[config.mk]
export PLATFORM = sky130hd
export DESIGN_NAME = cv32e40p_alu_tmr_fault_mgr
export DESIGN_NICKNAME = d
export VERILOG_FILES = /design/src/rtl/cv32e40p_alu_tmr_fault_mgr.sv
export SDC_FILE = /design/constraint.sdc
export NUM_CORES = 1
export LEC_CHECK = 0
export BUFFER_PORTS_ARGS = -buffer_cell sky130_fd_sc_hd__buf_2
export CAP_MARGIN = 0
export CORE_AREA = 8 8 89 91
export DETAILED_ROUTE_END_ITERATION = 10
export DIE_AREA = 0 0 97 99
export PLACE_DENSITY = 0.78
export SLEW_MARGIN = 20
export SYNTH_ARGS = -nofsm -noshare
export SYNTH_HDL_FRONTEND = slang
export SYNTH_SLANG_ARGS = --single-unit
[constraint.sdc]
create_clock -name clk -period 2.8 [get_ports clk]
set_input_delay 0.84 -clock clk [delete_from_list [all_inputs] [get_ports clk]]
set_output_delay 0.84 -clock clk [all_outputs]
set_load 0.02 [all_outputs]
[src/rtl/cv32e40p_alu_tmr_fault_mgr.sv]
// -----------------------------------------------------------------------------
// cv32e40p_alu_tmr_fault_mgr
//
// Fault manager for the triplicated ALU. It watches the per-slot mismatch flags
// from the majority voters and keeps a leaky error counter for each slot. The
// first slot that reaches THRESH errors is declared permanently faulted, and the
// spare ALU is switched into that slot. A second permanent fault, or any vote
// without a majority, locks the block in DEGRADED until clear_i or reset.
//
// Ports
//   clk              clock
//   rst_n            asynchronous active-low reset
//   sample_i         mismatch_i is valid this cycle
//   mismatch_i[2:0]  bit i: slot i disagreed with the voted result
//   clear_i          synchronous re-arm, identical in effect to reset
//   spare_en_o[2:0]  one-hot spare routing into voter slot i
//   faulted_o[2:0]   sticky per-slot permanent-fault flags
//   state_o[1:0]     0 NORMAL, 1 SPARE, 2 DEGRADED
//   fatal_o          high while in DEGRADED
//   uncorrectable_o  one-cycle pulse for a sample with two or more mismatches
//   event_cnt_o      saturating count of mismatching samples
//
// state    | meaning
// ---------+--------------------------------------------------------------
// NORMAL   | all three original replicas in use, no permanent fault yet
// SPARE    | one slot faulted, spare ALU routed into it
// DEGRADED | second permanent fault or no-majority vote; frozen until clear
// -----------------------------------------------------------------------------
module cv32e40p_alu_tmr_fault_mgr #(
    parameter int THRESH      = 2,
    parameter int CNT_W       = 4,
    parameter int LEAK_PERIOD = 1024,
    parameter int LEAK_W      = 16
) (
    input  logic        clk,
    input  logic        rst_n,
    input  logic        sample_i,
    input  logic [2:0]  mismatch_i,
    input  logic        clear_i,
    output logic [2:0]  spare_en_o,
    output logic [2:0]  faulted_o,
    output logic [1:0]  state_o,
    output logic        fatal_o,
    output logic        uncorrectable_o,
    output logic [15:0] event_cnt_o
);

    typedef enum logic [1:0] {
        ST_NORMAL   = 2'd0,
        ST_SPARE    = 2'd1,
        ST_DEGRADED = 2'd2
    } state_t;

    localparam logic [CNT_W-1:0]  THRESH_C = CNT_W'(THRESH);
    localparam logic [LEAK_W-1:0] LEAK_C   = LEAK_W'(LEAK_PERIOD);

    state_t             state;
    logic [CNT_W-1:0]   cnt [3];
    logic [LEAK_W-1:0]  leak_cnt;
    logic [2:0]         spare_en;
    logic [2:0]         faulted;
    logic               fatal;
    logic               uncorrectable;
    logic [15:0]        event_cnt;

    logic [1:0]         n_mis;
    logic               single_s;
    logic               multi_s;
    logic               clean_s;
    logic [1:0]         idx;
    logic [CNT_W-1:0]   cnt_inc;
    logic               thresh_hit;
    logic               leak_hit;

    always_comb begin
        n_mis      = {1'b0, mismatch_i[0]} + {1'b0, mismatch_i[1]} + {1'b0, mismatch_i[2]};
        single_s   = sample_i && (n_mis == 2'd1);
        multi_s    = sample_i && (n_mis >= 2'd2);
        clean_s    = sample_i && (n_mis == 2'd0);
        // Index is only meaningful when exactly one bit is set.
        idx        = mismatch_i[2] ? 2'd2 : (mismatch_i[1] ? 2'd1 : 2'd0);
        cnt_inc    = (cnt[idx] >= THRESH_C) ? THRESH_C : cnt[idx] + CNT_W'(1);
        thresh_hit = single_s && (cnt_inc == THRESH_C);
        leak_hit   = (LEAK_PERIOD != 0) && ((leak_cnt + LEAK_W'(1)) == LEAK_C);
    end

    always_ff @(posedge clk or negedge rst_n) begin
        if (!rst_n) begin
            state         <= ST_NORMAL;
            for (int k = 0; k < 3; k++) cnt[k] <= '0;
            leak_cnt      <= '0;
            spare_en      <= '0;
            faulted       <= '0;
            fatal         <= 1'b0;
            uncorrectable <= 1'b0;
            event_cnt     <= '0;
        end else if (clear_i) begin
            state         <= ST_NORMAL;
            for (int k = 0; k < 3; k++) cnt[k] <= '0;
            leak_cnt      <= '0;
            spare_en      <= '0;
            faulted       <= '0;
            fatal         <= 1'b0;
            uncorrectable <= 1'b0;
            event_cnt     <= '0;
        end else begin
            uncorrectable <= multi_s;
            if (sample_i && (n_mis != 2'd0) && (event_cnt != 16'hFFFF))
                event_cnt <= event_cnt + 16'd1;

            case (state)
                ST_NORMAL, ST_SPARE: begin
                    if (multi_s) begin
                        leak_cnt <= '0;
                        state    <= ST_DEGRADED;
                        fatal    <= 1'b1;
                    end else if (single_s) begin
                        leak_cnt <= '0;
                        if (thresh_hit) begin
                            faulted[idx] <= 1'b1;
                            if (state == ST_NORMAL) begin
                                // Slot now tracks the spare, so it starts from a clean count.
                                spare_en <= 3'b001 << idx;
                                cnt[idx] <= '0;
                                state    <= ST_SPARE;
                            end else begin
                                cnt[idx] <= cnt_inc;
                                state    <= ST_DEGRADED;
                                fatal    <= 1'b1;
                            end
                        end else begin
                            cnt[idx] <= cnt_inc;
                        end
                    end else if (clean_s) begin
                        if (LEAK_PERIOD == 0) begin
                            leak_cnt <= '0;
                        end else if (leak_hit) begin
                            leak_cnt <= '0;
                            for (int k = 0; k < 3; k++) begin
                                if (!faulted[k] && (cnt[k] != '0))
                                    cnt[k] <= cnt[k] - CNT_W'(1);
                            end
                        end else begin
                            leak_cnt <= leak_cnt + LEAK_W'(1);
                        end
                    end
                end
                ST_DEGRADED: begin
                end
                default: begin
                    state <= ST_DEGRADED;
                    fatal <= 1'b1;
                end
            endcase
        end
    end

    assign spare_en_o      = spare_en;
    assign faulted_o       = faulted;
    assign state_o         = state;
    assign fatal_o         = fatal;
    assign uncorrectable_o = uncorrectable;
    assign event_cnt_o     = event_cnt;

endmodule

==> impl_metrics.toml, run 1 <==
[worst_setup_path]
r2r_cells = 7
crit_buf_inv = 2
start_kind = "primary input"
path_class = "in2reg"
r2r_end = "cnt[4]$_DFFE_PN0P_"
cp.required_ns = 3.01
end_kind = "register"
cp_slowest_stage_delay_ns = 0.38
critPathTopFamily = "simple AND/OR/NAND/NOR gates"
crit_cells = 12
crit_end = "cnt[9]$_DFFE_PN0P_"
r2r-start = "leak_cnt[3]$_DFFE_PN0P_"
slowest_stage = "or3b_4"
crit_chain = "buf_6 -> mux2_4 -> mux2i_4 -> inv_1 -> ha_2 -> or3b_4 -> o31ai_4 -> and3_4 -> a32oi_2 -> nor4_2 -> a211oi_1 -> o22a_1"
cp_max_fo = 3
cp.arrival_ns = 2.95
r2r_slack_ns = 0.21
startpoint = "mismatch_i[1]"

[clock_tree]
cts_num_sinks = 54
htree_levels = 2
cts_buffers = 5
cts.clk_slew.worst_paths_ns = 0.11
cts_hold_buf = 0
cts_tree = "yes"
clock_latency_ns = 0.32
clock_path_buffers = 2
clockRootBuffer = "clkbuf_8"

[routing]
drt_iter0_drc = 191
vias_per_cell = 6.08
ant_nets = 0
wl_mm = 8.87
dr_total_vias = 3290
drt_pass1_iterations = 7
drc = 0
wl_per_cell_um = 16.4

[synth]
synth_area_leaders = "dfrtp_1 39%, nor2_1 4.7%, o21ai_0 4.6%"
syn_avg_cell_area_um2 = 8.61
synthCells = 401
synth_top_area_cell = "dfrtp_1"
yosysTopAreaCellShare_pct = 39.1
synth_flop_cell = "dfrtp_1"
ys_warn_count = 0
synth_area_mm2 = 0.00345
ys_types = 60
async_reset_ff_share_pct = 100
syn-num-nets = 415
yosys.cell_count.top_type = "dfrtp_1"
synth_edf_count = 0
synth-seq-cells = 54
synthTopCellsByCount = "54 x dfrtp_1, 43 x nor2_1, 35 x nand2_1, 32 x o21ai_0, 26 x a21oi_1"
ys_seq_area_share_pct = 39.1

[placement]
gp_congestion = 0.887
dp.cells = 533
hpwl_mm = 6.45
port_buffers = 32

[sta]
finalSetupTns_ns = 0
slew_viol_final = 0
fin_crit_sh_pct = 97.7
rsz0062_at_grt = "true"
fin_crit_ns = 2.73
slew_headroom_pct = 59.1
hold_viol_final = 0
setup_viol = 0
max_freq_ghz = 0.366
finClkSkew_ns = 0.00909
max_slew.worst_pin.slew_ns = 0.611

[power]
comb_power_share_pct = 23.7
power_switching_uw = 545
pwr-share-clk_pct = 27.2
power_frac_seq_pct = 49.2
sw_frac_of_total_pct = 32.0
p_int_mw = 1.16
power_leakage_nw = 1.86
power.density_mw_per_mm2 = 409
ir_worst_vdd_mv = 0.274

[global_route]
grt_pass1_wl_mm = 15.2
grt_overflow_total = 0
grt.total_usage_pct = 18.6
grt_antenna_before_repair = 0
grt_max_degree = 55
first_global_vias = 3208

[die]
die-area_mm2 = 0.00960
ios = 33
initial_core_util_pct = 52.6
fp-row-count = 30
die_h_um = 99
core-area_mm2 = 0.00657
die_w_um = 97

[final_layout]
antenna_cells = 0
fillCellCount = 550
final_cells = 541
final_core_util_pct = 63.4
fin_nets = 474
syn_to_final_growth_pct = 20.7
drive_above_1_share_pct = 24.3

[hold_path]
hold_path_class = "in2async"

[job]
cap_viol_max_count = 0

[outcome]
status = "finished, final reports clean"
## metal layers
metal / global-route usage, % / share of wire, % / vias up
met5: 0 / 0 / -
met4: 5.56 / 0.99 / 0
met3: 3.08 / 5.6 / 12
met2: 32.1 / 49 / 108
met1: 23.0 / 44 / 1578
li1: - / - / 1592
## cell families after synthesis
group / count (synthesis) / share of synthesized area (%)
AO/OA/AOI/OAI: 113 / 21.4
XOR/XNOR: 17 / 4.31
buffers and inverters: 36 / 4.31
adder cells (fa/ha/maj): 7 / 2.75
flip-flops: 54 / 39.1
multiplexers: 10 / 3.08
AND/OR/NAND/NOR: 164 / 25.0
## final cells by class
type	count	area (µm²)	area share (%)
well taps	80	100	2.40
inverters	17	63.8	1.53
flip-flops and latches	54	1350	32.4
clock inverters	3	25.0	0.600
clock buffers	5	68.8	1.65
multi-input cells	311	2060	49.5
repair buffers	71	497	11.9
## what timing repair did
action                                  4_1_cts  5_1_grt
endpoints found under the setup margin        0       22
gates resized for setup                       0       12
setup buffers                                 0        0
## worst register-to-register path, delay by kind of cell (launching register included)
kind	cells	cell delay, ns
compound gates	4	1.06
flops	1	0.54
simple gates	3	0.91
## through the flow
step	power, mW	hold WS, ns	setup slack, ns	cell area, µm²
6_report	1.70	0.502	0.0657	4170
5_1_grt	1.78	0.522	-0.0409	4170
4_1_cts	1.70	0.508	0.00326	4110
3_5_place_dp	1.24	0.500	-0.344	4010
3_3_place_gp	1.23	0.488	-0.275	4010
2_1_floorplan	1.09	0.466	-0.331	3550
## flip-flops by register name, indices dropped and copies added, names as in the netlist
name / count
fatal_o: 1
spare_en_o: 3
event_cnt_o: 16
uncorrectable_o: 1
faulted_o: 3
state_o: 2
leak_cnt: 16
cnt: 12
## power groups by stage
stage	Combinational, mW	Clock (mW)	Sequential (mW)
3_5_place_dp	0.387	0	0.852
6_report	0.403	0.463	0.837
2_1_floorplan	0.225	0	0.865
5_1_grt	0.445	0.498	0.842
3_3_place_gp	0.379	0	0.851
4_1_cts	0.391	0.476	0.837
## worst min path at each step
stage | slack, ns | end | start | cells after the start
final | 0.50 | cnt[3]$_DFFE_PN0P_ | rst_n | 2
after global placement | 0.49 | spare_en_o[1]$_DFFE_PN0P_ | spare_en_o[1]$_DFFE_PN0P_ | 2
after floorplan | 0.47 | cnt[7]$_DFFE_PN0P_ | cnt[7]$_DFFE_PN0P_ | 1
after CTS | 0.51 | cnt[3]$_DFFE_PN0P_ | rst_n | 2
after detailed placement | 0.50 | spare_en_o[0]$_DFFE_PN0P_ | spare_en_o[0]$_DFFE_PN0P_ | 2
after global routing | 0.52 | cnt[3]$_DFFE_PN0P_ | rst_n | 2
## layout by cell type (no fill, tap or decap), types with 3 or more instances in the layout
cell type and count:
mux2i_1 4, clkbuf_8 5, xnor2_1 6, a31oi_1 13
dfrtp_1 54, nand2b_1 6, o41ai_2 3, a21o_1 4
nor4_1 5, or3_1 9, nor3_1 6, nor2_1 43
nand4_1 12, xor2_1 11, nand2_1 35, buf_2 31
ha_1 5, and3_1 8, mux2_2 4, a21oi_1 25
nand3_1 14, inv_1 17, buf_4 36, o31ai_1 9
o21ai_0 29, buf_12 3
Note: power is estimated with default switching activity, not from simulation.
==> run 2, diff against run 1 <==
--- a/config.mk
+++ b/config.mk
@@ -8,9 +8,12 @@
 export BUFFER_PORTS_ARGS = -buffer_cell sky130_fd_sc_hd__buf_2
 export CAP_MARGIN = 0
 export CORE_AREA = 8 8 89 91
+export CTS_BUF_LIST = sky130_fd_sc_hd__clkbuf_16
 export DETAILED_ROUTE_END_ITERATION = 10
 export DIE_AREA = 0 0 97 99
 export PLACE_DENSITY = 0.78
+export REMOVE_ABC_BUFFERS = 1
+export SKIP_CTS_REPAIR_TIMING = 1
 export SLEW_MARGIN = 20
 export SYNTH_ARGS = -nofsm -noshare
 export SYNTH_HDL_FRONTEND = slang
==> run 2 against run 1 <==
Net effect:
- the run now ends with negative setup slack left
- maximum frequency fell by 4.5%
- global-route usage fell by 0.36 points
- clock power rose by 34%
- first-iteration DRC count fell by 4.7%
- sequential share of layout area rose by 0.56 points
- hold slack improved by 0.0061 ns
- total power rose by 8.2%
==> impl_metrics.toml, run 2 (synthesized netlist as in run 1, its figures left out) <==
[die]
die-area_mm2 = 0.00960
fp-row-count = 30
initial_core_util_pct = 52.6
die_w_um = 97
ios = 33
die_h_um = 99
core-area_mm2 = 0.00657

[power]
power_leakage_nw = 1.82
finalPower_mw = 1.84
ir_worst_vdd_mv = 0.333
power.density_mw_per_mm2 = 450

[sta]
fin_crit_ns = 2.86
max_slew.worst_pin.slew_ns = 0.585
finClkSkew_ns = 0.0102
slew_viol_final = 0
rsz0062_at_grt = "true"
finalSetupTns_ns = -0.0920
fin_crit_sh_pct = 102
slew_headroom_pct = 60.8
max_freq_ghz = 0.349
hold-worst-slack_ns = 0.508
layout_setup_ws_ns = -0.0621
setup_viol = 3
hold_viol_final = 0

[final_layout]
final_common_cell = "dfrtp_1"
final_core_util_pct = 62.4
fillCellCount = 532
stdcell_area_mm2 = 0.00410
fin_nets = 466
mostFrequentLayoutCells = "54 x dfrtp_1, 43 x nor2_1, 35 x nand2_1"
syn_to_final_growth_pct = 18.7
final_cells = 533
antenna_cells = 0
drive_above_1_share_pct = 20.3

[placement]
hpwl_mm = 6.33
place_area_mm2 = 0.00388
dp.cells = 524
gp_congestion = 0.906
dp_slack_ns = -0.535
port_buffers = 32

[routing]
drt_pass1_iterations = 4
wl_per_cell_um = 16.6
drc = 0
wl_met2_mm = 4.31
wl_met3_um = 305
wl_met1_mm = 4.11
maxUsedRoutingLayer = "met4"
ant_nets = 0
wl_mm = 8.83
drt_iter0_drc = 182
dr_total_vias = 3260
vias_per_cell = 6.12

[clock_tree]
cts_buffers = 5
cts.clk_slew.worst_paths_ns = 0.08
cts_num_sinks = 54
cts_tree = "yes"
htree_levels = 2
clock_path_buffers = 2
clockRootBuffer = "clkbuf_16"
clock_latency_ns = 0.30

[worst_setup_path]
cp.arrival_ns = 3.05
slowest_stage = "or3b_4"
end_kind = "register"
path_class = "in2reg"
cp_max_fo = 9
crit_chain = "buf_6 -> buf_4 -> mux2_2 -> mux2i_1 -> ha_2 -> or3b_4 -> o31ai_4 -> and3_4 -> a32oi_4 -> nor4_2 -> a211oi_1 -> o22a_1"
cp.required_ns = 2.99
start_kind = "primary input"
cp_slowest_stage_delay_ns = 0.38
r2r_cells = 6

[outcome]
failed_checks = "negative setup slack"
status = "finished with violations"

[global_route]
grt_pass1_wl_mm = 15.0
grt.total_usage_pct = 18.2
grt_antenna_before_repair = 0
grt_overflow_total = 0
grt_max_degree = 35
first_global_vias = 3170

[job]
cap_viol_max_count = 0

[hold_path]
hold_path_class = "in2async"
[run 2: changes by cell type in the layout (fill, tap and decap cells not counted), moves of 3 or more]
cell       change
buf_4          -8
clkbuf_16      +5
clkbuf_8       -5
o41ai_1        +3
o41ai_2        -3
[run 2: layer usage]
metal / global-route usage, % / up-vias
met5: 0 / -
met4: 5.33 / 0
met3: 2.73 / 10
met2: 29.9 / 80
met1: 24.1 / 1594
li1: - / 1576
[run 2: critical path, delay by kind of cell]
family | cells | cell delay (ns)
multiplexers | 2 | 0.35
AO/OA/AOI/OAI | 4 | 0.49
buffers and inverters | 2 | 0.27
adder cells (fa/ha/maj) | 1 | 0.22
AND/OR/NAND/NOR | 3 | 0.88
[run 2: area by class of cell]
| type | instances | area [µm²] | share of cell area (%) |
|---|---|---|---|
| flip-flops and latches | 54 | 1350 | 33.0 |
| inverters | 17 | 63.8 | 1.56 |
| well taps | 80 | 100 | 2.44 |
| multi-input cells | 311 | 2010 | 49.0 |
| repair buffers | 63 | 428 | 10.4 |
| clock buffers | 5 | 125 | 3.05 |
| clock inverters | 3 | 20.0 | 0.489 |
[run 2: where the power goes]
group	switching [mW]	total [mW]	internal [mW]
logic	0.229	0.387	0.159
registers	0.0296	0.836	0.806
clock network	0.287	0.619	0.332
[run 2: final timing paths]
kind	startpoint	to	slack [ns]
min	rst_n	spare_en_o[2]$_DFFE_PN0P_	0.51
min reg2reg	spare_en_o[0]$_DFFE_PN0P_	spare_en_o[0]$_DFFE_PN0P_	0.51
max	mismatch_i[1]	cnt[9]$_DFFE_PN0P_	-0.06
max reg2reg	leak_cnt[3]$_DFFE_PN0P_	cnt[11]$_DFFE_PN0P_	0.17
max in group asynchronous	rst_n	leak_cnt[0]$_DFFE_PN0P_	1.73
min in group clk	spare_en_o[0]$_DFFE_PN0P_	spare_en_o[0]$_DFFE_PN0P_	0.51
